<file path="src/rtl/alu_scheduler.sv">
// ---------------------------------------------------------------------------
// alu_scheduler
//
// Shares one external combinational ALU among NREQ requesters. Arbitration is
// round-robin. Each accepted request uses a fixed three-state sequence:
//   IDLE : arbitrate, then latch the winner's operands on the accept edge
//   EXEC : drive the ALU from the operand registers for one cycle, then
//          capture its result and ZeroFlag
//   RESP : hold the response for the owner until its rsp_ready handshake
//
// Optional build macro: ALU_SCHED_OPCHECK_EN
//   When it is defined, the op code is checked on the accept edge. An illegal
//   op skips EXEC and answers with rsp_err=1, rsp_result=0 and rsp_zero=0.
//   When it is undefined, rsp_err is tied to 0.
//
// Parameters:
//   NREQ  number of requesters (2..4)
//   W     operand/result width
//
// Ports:
//   clk, reset        rising-edge clock, asynchronous active-high reset
//   req_valid/ready   per-requester request handshake (ready is one-hot/zero)
//   req_op/a/b/shamt  packed per-requester request fields (slice i = field i)
//   rsp_valid/ready   per-requester response handshake (valid is one-hot/zero)
//   rsp_result/zero   captured ALU result and ZeroFlag for the owner
//   rsp_err           illegal-op flag
//   alu_a/b/shamt/ctrl  operand registers driving the shared ALU
//   alu_result/zero   ALU outputs
// ---------------------------------------------------------------------------
module alu_scheduler #(
  parameter int NREQ = 2,
  parameter int W    = 32
) (
  input  logic                clk,
  input  logic                reset,
  input  logic [NREQ-1:0]     req_valid,
  output logic [NREQ-1:0]     req_ready,
  input  logic [4*NREQ-1:0]   req_op,
  input  logic [W*NREQ-1:0]   req_a,
  input  logic [W*NREQ-1:0]   req_b,
  input  logic [5*NREQ-1:0]   req_shamt,
  output logic [NREQ-1:0]     rsp_valid,
  input  logic [NREQ-1:0]     rsp_ready,
  output logic [W-1:0]        rsp_result,
  output logic                rsp_zero,
  output logic                rsp_err,
  output logic [W-1:0]        alu_a,
  output logic [W-1:0]        alu_b,
  output logic [4:0]          alu_shamt,
  output logic [3:0]          alu_ctrl,
  input  logic [W-1:0]        alu_result,
  input  logic                alu_zero
);

  localparam int IW = (NREQ > 1) ? $clog2(NREQ) : 1;
  localparam logic [IW-1:0] LAST_INIT = IW'(NREQ - 1);

  localparam logic [1:0] S_IDLE = 2'd0;
  localparam logic [1:0] S_EXEC = 2'd1;
  localparam logic [1:0] S_RESP = 2'd2;

  logic [1:0]    state_q, state_d;
  logic [3:0]    op_q, op_d;
  logic [W-1:0]  a_q, a_d;
  logic [W-1:0]  b_q, b_d;
  logic [4:0]    shamt_q, shamt_d;
  logic [IW-1:0] owner_q, owner_d;
  logic [IW-1:0] last_grant_q, last_grant_d;
  logic [W-1:0]  result_q, result_d;
  logic          zero_q, zero_d;
`ifdef ALU_SCHED_OPCHECK_EN
  logic          err_q, err_d;
`endif

  logic          win_found;
  logic [IW-1:0] win_idx;
  logic [3:0]    win_op;
  logic [W-1:0]  win_a;
  logic [W-1:0]  win_b;
  logic [4:0]    win_shamt;

  // Index base+k, wrapped modulo NREQ. k ranges over 1..NREQ.
  function automatic logic [IW-1:0] wrap_next(input logic [IW-1:0] base, input int k);
    int s;
    s = int'(base) + k;
    if (s >= NREQ) s = s - NREQ;
    return s[IW-1:0];
  endfunction

`ifdef ALU_SCHED_OPCHECK_EN
  function automatic logic legal_op(input logic [3:0] op);
    case (op)
      4'b0000, 4'b0001, 4'b0010, 4'b0100,
      4'b0101, 4'b0110, 4'b0111, 4'b1000,
      4'b1001, 4'b1010, 4'b1100, 4'b1110: return 1'b1;
      default:                            return 1'b0;
    endcase
  endfunction
`endif

  // Round-robin search. It starts just after the last granted requester, so
  // each requester waits for at most NREQ-1 grants.
  always_comb begin
    win_found = 1'b0;
    win_idx   = '0;
    for (int k = 1; k <= NREQ; k++) begin
      if (!win_found && req_valid[wrap_next(last_grant_q, k)]) begin
        win_found = 1'b1;
        win_idx   = wrap_next(last_grant_q, k);
      end
    end
  end

  assign win_op    = req_op[4*int'(win_idx) +: 4];
  assign win_a     = req_a[W*int'(win_idx) +: W];
  assign win_b     = req_b[W*int'(win_idx) +: W];
  assign win_shamt = req_shamt[5*int'(win_idx) +: 5];

  always_comb begin
    state_d      = state_q;
    op_d         = op_q;
    a_d          = a_q;
    b_d          = b_q;
    shamt_d      = shamt_q;
    owner_d      = owner_q;
    last_grant_d = last_grant_q;
    result_d     = result_q;
    zero_d       = zero_q;
`ifdef ALU_SCHED_OPCHECK_EN
    err_d        = err_q;
`endif
    case (state_q)
      S_IDLE: begin
        // A winner always has ready asserted, so a winner means an accept.
        if (win_found) begin
          op_d    = win_op;
          a_d     = win_a;
          b_d     = win_b;
          shamt_d = win_shamt;
          owner_d = win_idx;
          state_d = S_EXEC;
`ifdef ALU_SCHED_OPCHECK_EN
          if (!legal_op(win_op)) begin
            state_d  = S_RESP;
            err_d    = 1'b1;
            result_d = '0;
            zero_d   = 1'b0;
          end else begin
            err_d    = 1'b0;
          end
`endif
        end
      end
      S_EXEC: begin
        result_d = alu_result;
        zero_d   = alu_zero;
        state_d  = S_RESP;
      end
      S_RESP: begin
        // Only the owner's rsp_ready counts. The other bits are ignored.
        if (rsp_ready[owner_q]) begin
          last_grant_d = owner_q;
          state_d      = S_IDLE;
        end
      end
      default: state_d = S_IDLE;
    endcase
  end

  always_ff @(posedge clk or posedge reset) begin
    if (reset) begin
      state_q      <= S_IDLE;
      op_q         <= '0;
      a_q          <= '0;
      b_q          <= '0;
      shamt_q      <= '0;
      owner_q      <= '0;
      last_grant_q <= LAST_INIT;
      result_q     <= '0;
      zero_q       <= 1'b0;
`ifdef ALU_SCHED_OPCHECK_EN
      err_q        <= 1'b0;
`endif
    end else begin
      state_q      <= state_d;
      op_q         <= op_d;
      a_q          <= a_d;
      b_q          <= b_d;
      shamt_q      <= shamt_d;
      owner_q      <= owner_d;
      last_grant_q <= last_grant_d;
      result_q     <= result_d;
      zero_q       <= zero_d;
`ifdef ALU_SCHED_OPCHECK_EN
      err_q        <= err_d;
`endif
    end
  end

  always_comb begin
    req_ready = '0;
    rsp_valid = '0;
    if (state_q == S_IDLE && win_found) req_ready[win_idx] = 1'b1;
    if (state_q == S_RESP)              rsp_valid[owner_q] = 1'b1;
  end

  assign alu_a      = a_q;
  assign alu_b      = b_q;
  assign alu_shamt  = shamt_q;
  assign alu_ctrl   = op_q;
  assign rsp_result = result_q;
  assign rsp_zero   = zero_q;
`ifdef ALU_SCHED_OPCHECK_EN
  assign rsp_err    = err_q;
`else
  assign rsp_err    = 1'b0;
`endif

endmodule
</file>
<file path="config.mk">
export PLATFORM = sky130hd
export DESIGN_NAME = alu_scheduler
export DESIGN_NICKNAME = d
export VERILOG_FILES = /design/src/rtl/alu_scheduler.sv
export SDC_FILE = /design/constraint.sdc
export NUM_CORES = 1
export LEC_CHECK = 0
export ABC_AREA = 1
export CORE_UTILIZATION = 35
export DETAILED_ROUTE_END_ITERATION = 10
export PLACE_DENSITY = 0.82
export SLEW_MARGIN = 20
export SYNTH_ARGS = -nofsm -noshare
export SYNTH_HDL_FRONTEND = slang
export SYNTH_SLANG_ARGS = --single-unit
</file>
<file path="constraint.sdc">
create_clock -name clk -period 3.45 [get_ports clk]
set_input_delay 0.69 -clock clk [delete_from_list [all_inputs] [get_ports clk]]
set_output_delay 0.69 -clock clk [all_outputs]
set_load 0.05 [all_outputs]
</file>
==> impl_results.md <==
- Critical-path cell list: inv_2, nor2_1, inv_1, nor2_1, clkdlybuf4s50_1
- Synth Area in Simple Gates: 41.7%
- Layout Nets: 1171
- Synth-to-layout area growth: 61.8%
- Final worst path period share: 86.6%
- Via density per instance: between 4 and 5
- Setup violators final: 0
- Clock Tree Buf Depth: 2
- Cts repair resizes: 0
- Site row count: 44
- DR DRC count: 42
- CTS root buf: clkbuf_16
- Post-Place Setup Slack: 0.849 ns
- Crit path kind: reg -> out
- CTS tree: built
- Starting Density: 36.2%
- PD cells: 992 mW/mm2
- Arr. time, crit path: 2.30 ns
- Die H: around 130 um
- Vias in the first global route: 5237
- Final WL: around 17 mm
- Worst Skew: roughly 0.011 ns
- Skew-Pair Late Insertion Delay: between 0.3 and 0.4 ns
- Achievable clock frequency: about 330 MHz
- CP endpoint kind: output port
- Routability cong.: a little over 0.8
- Global-route wire length before repair: 26.9 mm
- Worst slew pin tran: 0.823 ns
- Hold buffers post-CTS: 0
- Post-synthesis sequential area ratio: a little over 50%
- Netlist cell types: 18
- Via count: about 5600
- Post-Synth XOR/XNOR Area: 0%
- Met2 WL: 8.49 mm
- Clk slew on worst S/H paths: about 0.080 ns
- Crit path max fanout: 35
- Failing checks: design-rule violations
- Largest net degree at the start of global routing: 76
- Initial antenna violation count: 0
- Total GRT Usage: 21.7%
- GRT overflow: 0
- Crit path max-delay cell type: clkdlybuf4s50_1
- Dpl hpwl: 12.1 mm
- Post CTS Setup Buffer Count: 0
- I/O pin count: 296
- RSZ-0062 raised after global routing: false
- Post-layout min period: roughly 3 ns
- I/O Buffers: 294
- # diodes: 0
- Setup TNS: 0 ns
- HP Class: reg -> reg
- Die area: 0.0157 mm2
- Main combinational cell family by area after synthesis: simple AND/OR/NAND/NOR gates
- Multi-input logic area: 0.00225 mm2
- Final Max Tran Viols: 0
- Mux contribution to synthesized area: 0%
- Number of fill cells: 1310
- CTS Buf Count: 9
- Syn_nets: 909
- Top cell by count, worst path: nor2_1
- Post-Syn Area: 0.00530 mm2
- Fin. Hold Viols: 0
- Adder-cell share of the synthesized area: 0%
- Uppermost routed layer: met4
- H-tree Lvls: 3
- Max incr delay on CP: 0.86 ns
- Syn_area_per_cell: 7.33 um2
- Clock sink count: 110
- Synth Warn #: 0
- Core area: 0.0146 mm2
- Post-route ant nets: 0
- Average routed wire per standard cell: between 10 and 15 um
- MaxCap Viol Count: 0
- Sequential cell area: around 0.0028 mm2
- Share of layout cells above drive strength 1: between 3 and 4%
- First drt pass iteration count: 8
- Status: finished with violations
- Slew HR: 45.1%
- Routed met3 length: 1.45 mm
- Final WS setup: 0.463 ns
- Drt first-iter violations: 391
- M1 WL: 6.82 mm
- Synthesized flop and latch total: 110
- Leakage: 4.29 nW
- Post-synthesis compound-gate area fraction: less than 1%
- Max VDD drop: 0.493 mV
- Mapped Cells: 724
- Die width: 125 um
- CP required: 2.76 ns
- Startpoint class of the critical path: flop
[power by group]
part / total, mW / switching, mW / internal [mW]
clock: 1.02 / 0.500 / 0.522
sequential: 2.25 / 0.336 / 1.91
combinational: 5.24 / 3.59 / 1.65
[area by class of cell]
type / count / area share, %
timing repair buffer: 302 / 35.3
sequential: 110 / 32.1
multi-input combinational: 558 / 26.3
clock buffer: 10 / 2.79
tap: 184 / 2.68
clock inverter: 6 / 0.598
inverter: 5 / 0.262
[worst paths after layout]
| check | from | end | slack, ns | depth (start not counted) |
|---|---|---|---|---|
| max | state_q[1] | rsp_valid[1] | 0.46 | 5 |
| min | rsp_result[9] | rsp_result[9] | 0.47 | 2 |
| max reg2reg | state_q[0] | alu_b[6] | 1.48 | 6 |
| min reg2reg | rsp_result[9] | rsp_result[9] | 0.47 | 2 |
| max in group asynchronous | reset | alu_a[14] | 2.04 | 3 |
| min in group asynchronous | reset | alu_b[7] | 0.65 | 2 |
[per-layer routing]
| metal | up-vias | track usage [%] |
|---|---|---|
| li1 | 2769 | - |
| met1 | 2568 | 25.7 |
| met2 | 235 | 38.4 |
| met3 | 19 | 5.22 |
| met4 | 0 | 7.25 |
| met5 | - | 0 |
[Yosys cell counts, drive strengths merged]
cell	instances	area, um2
a21oi	1	5.00
buf	39	248
clkbuf	12	45.0
conb	1	3.75
dfrtp	109	2730
dfstp	1	26.3
inv	5	18.8
nand2	442	1660
nand3	106	531
nor2	5	21.3
o21ai	3	18.8
[registers in the layout (all words and copies together), names as in the netlist]
| register | cells |
|---|---|
| rsp_zero | 1 |
| alu_ctrl | 4 |
| alu_shamt | 5 |
| last_grant_q | 1 |
| alu_b | 32 |
| state_q | 2 |
| alu_a | 32 |
| owner_q | 1 |
| rsp_result | 32 |
[kinds of logic (layout without fill, tap and decap cells)]
group | after synthesis | after routing
flip-flops | 110 | 110
other | 1 | 1
buffers and inverters | 56 | 323
AND/OR/NAND/NOR | 553 | 553
AO/OA/AOI/OAI | 4 | 4
[per-stage QoR]
stage                     utilization [%]  area (um2)  cells  hold slack, ns  power (mW)
after CTS                            58.6        8580   1175           0.475        8.58
after global routing                 58.6        8580   1175           0.489        8.99
after global placement               56.6        8290   1159           0.453        7.45
after detailed placement             56.6        8290   1159           0.457        7.53
after floorplan                         -        5310    724           0.446        5.74
final                                58.6        8580   1175           0.471        8.51
[layout by cell type (no fill, tap or decap), drive strengths merged]
cell / instances
nand2: 442
inv: 7
a21oi: 1
nor2: 5
o21ai: 3
dfrtp: 109
clkinv: 3
dfstp: 1
clkbuf: 10
clkdlybuf4s50: 291
buf: 11
nand3: 106
conb: 1
clkinvlp: 1
[worst max-delay path, delay by kind of cell, from the launching register on]
family	cells	cell delay, ns
buffers and inverters	3	1.19
flip-flops	1	0.38
AND/OR/NAND/NOR	2	0.37
Power figures use the tool's default switching activity.
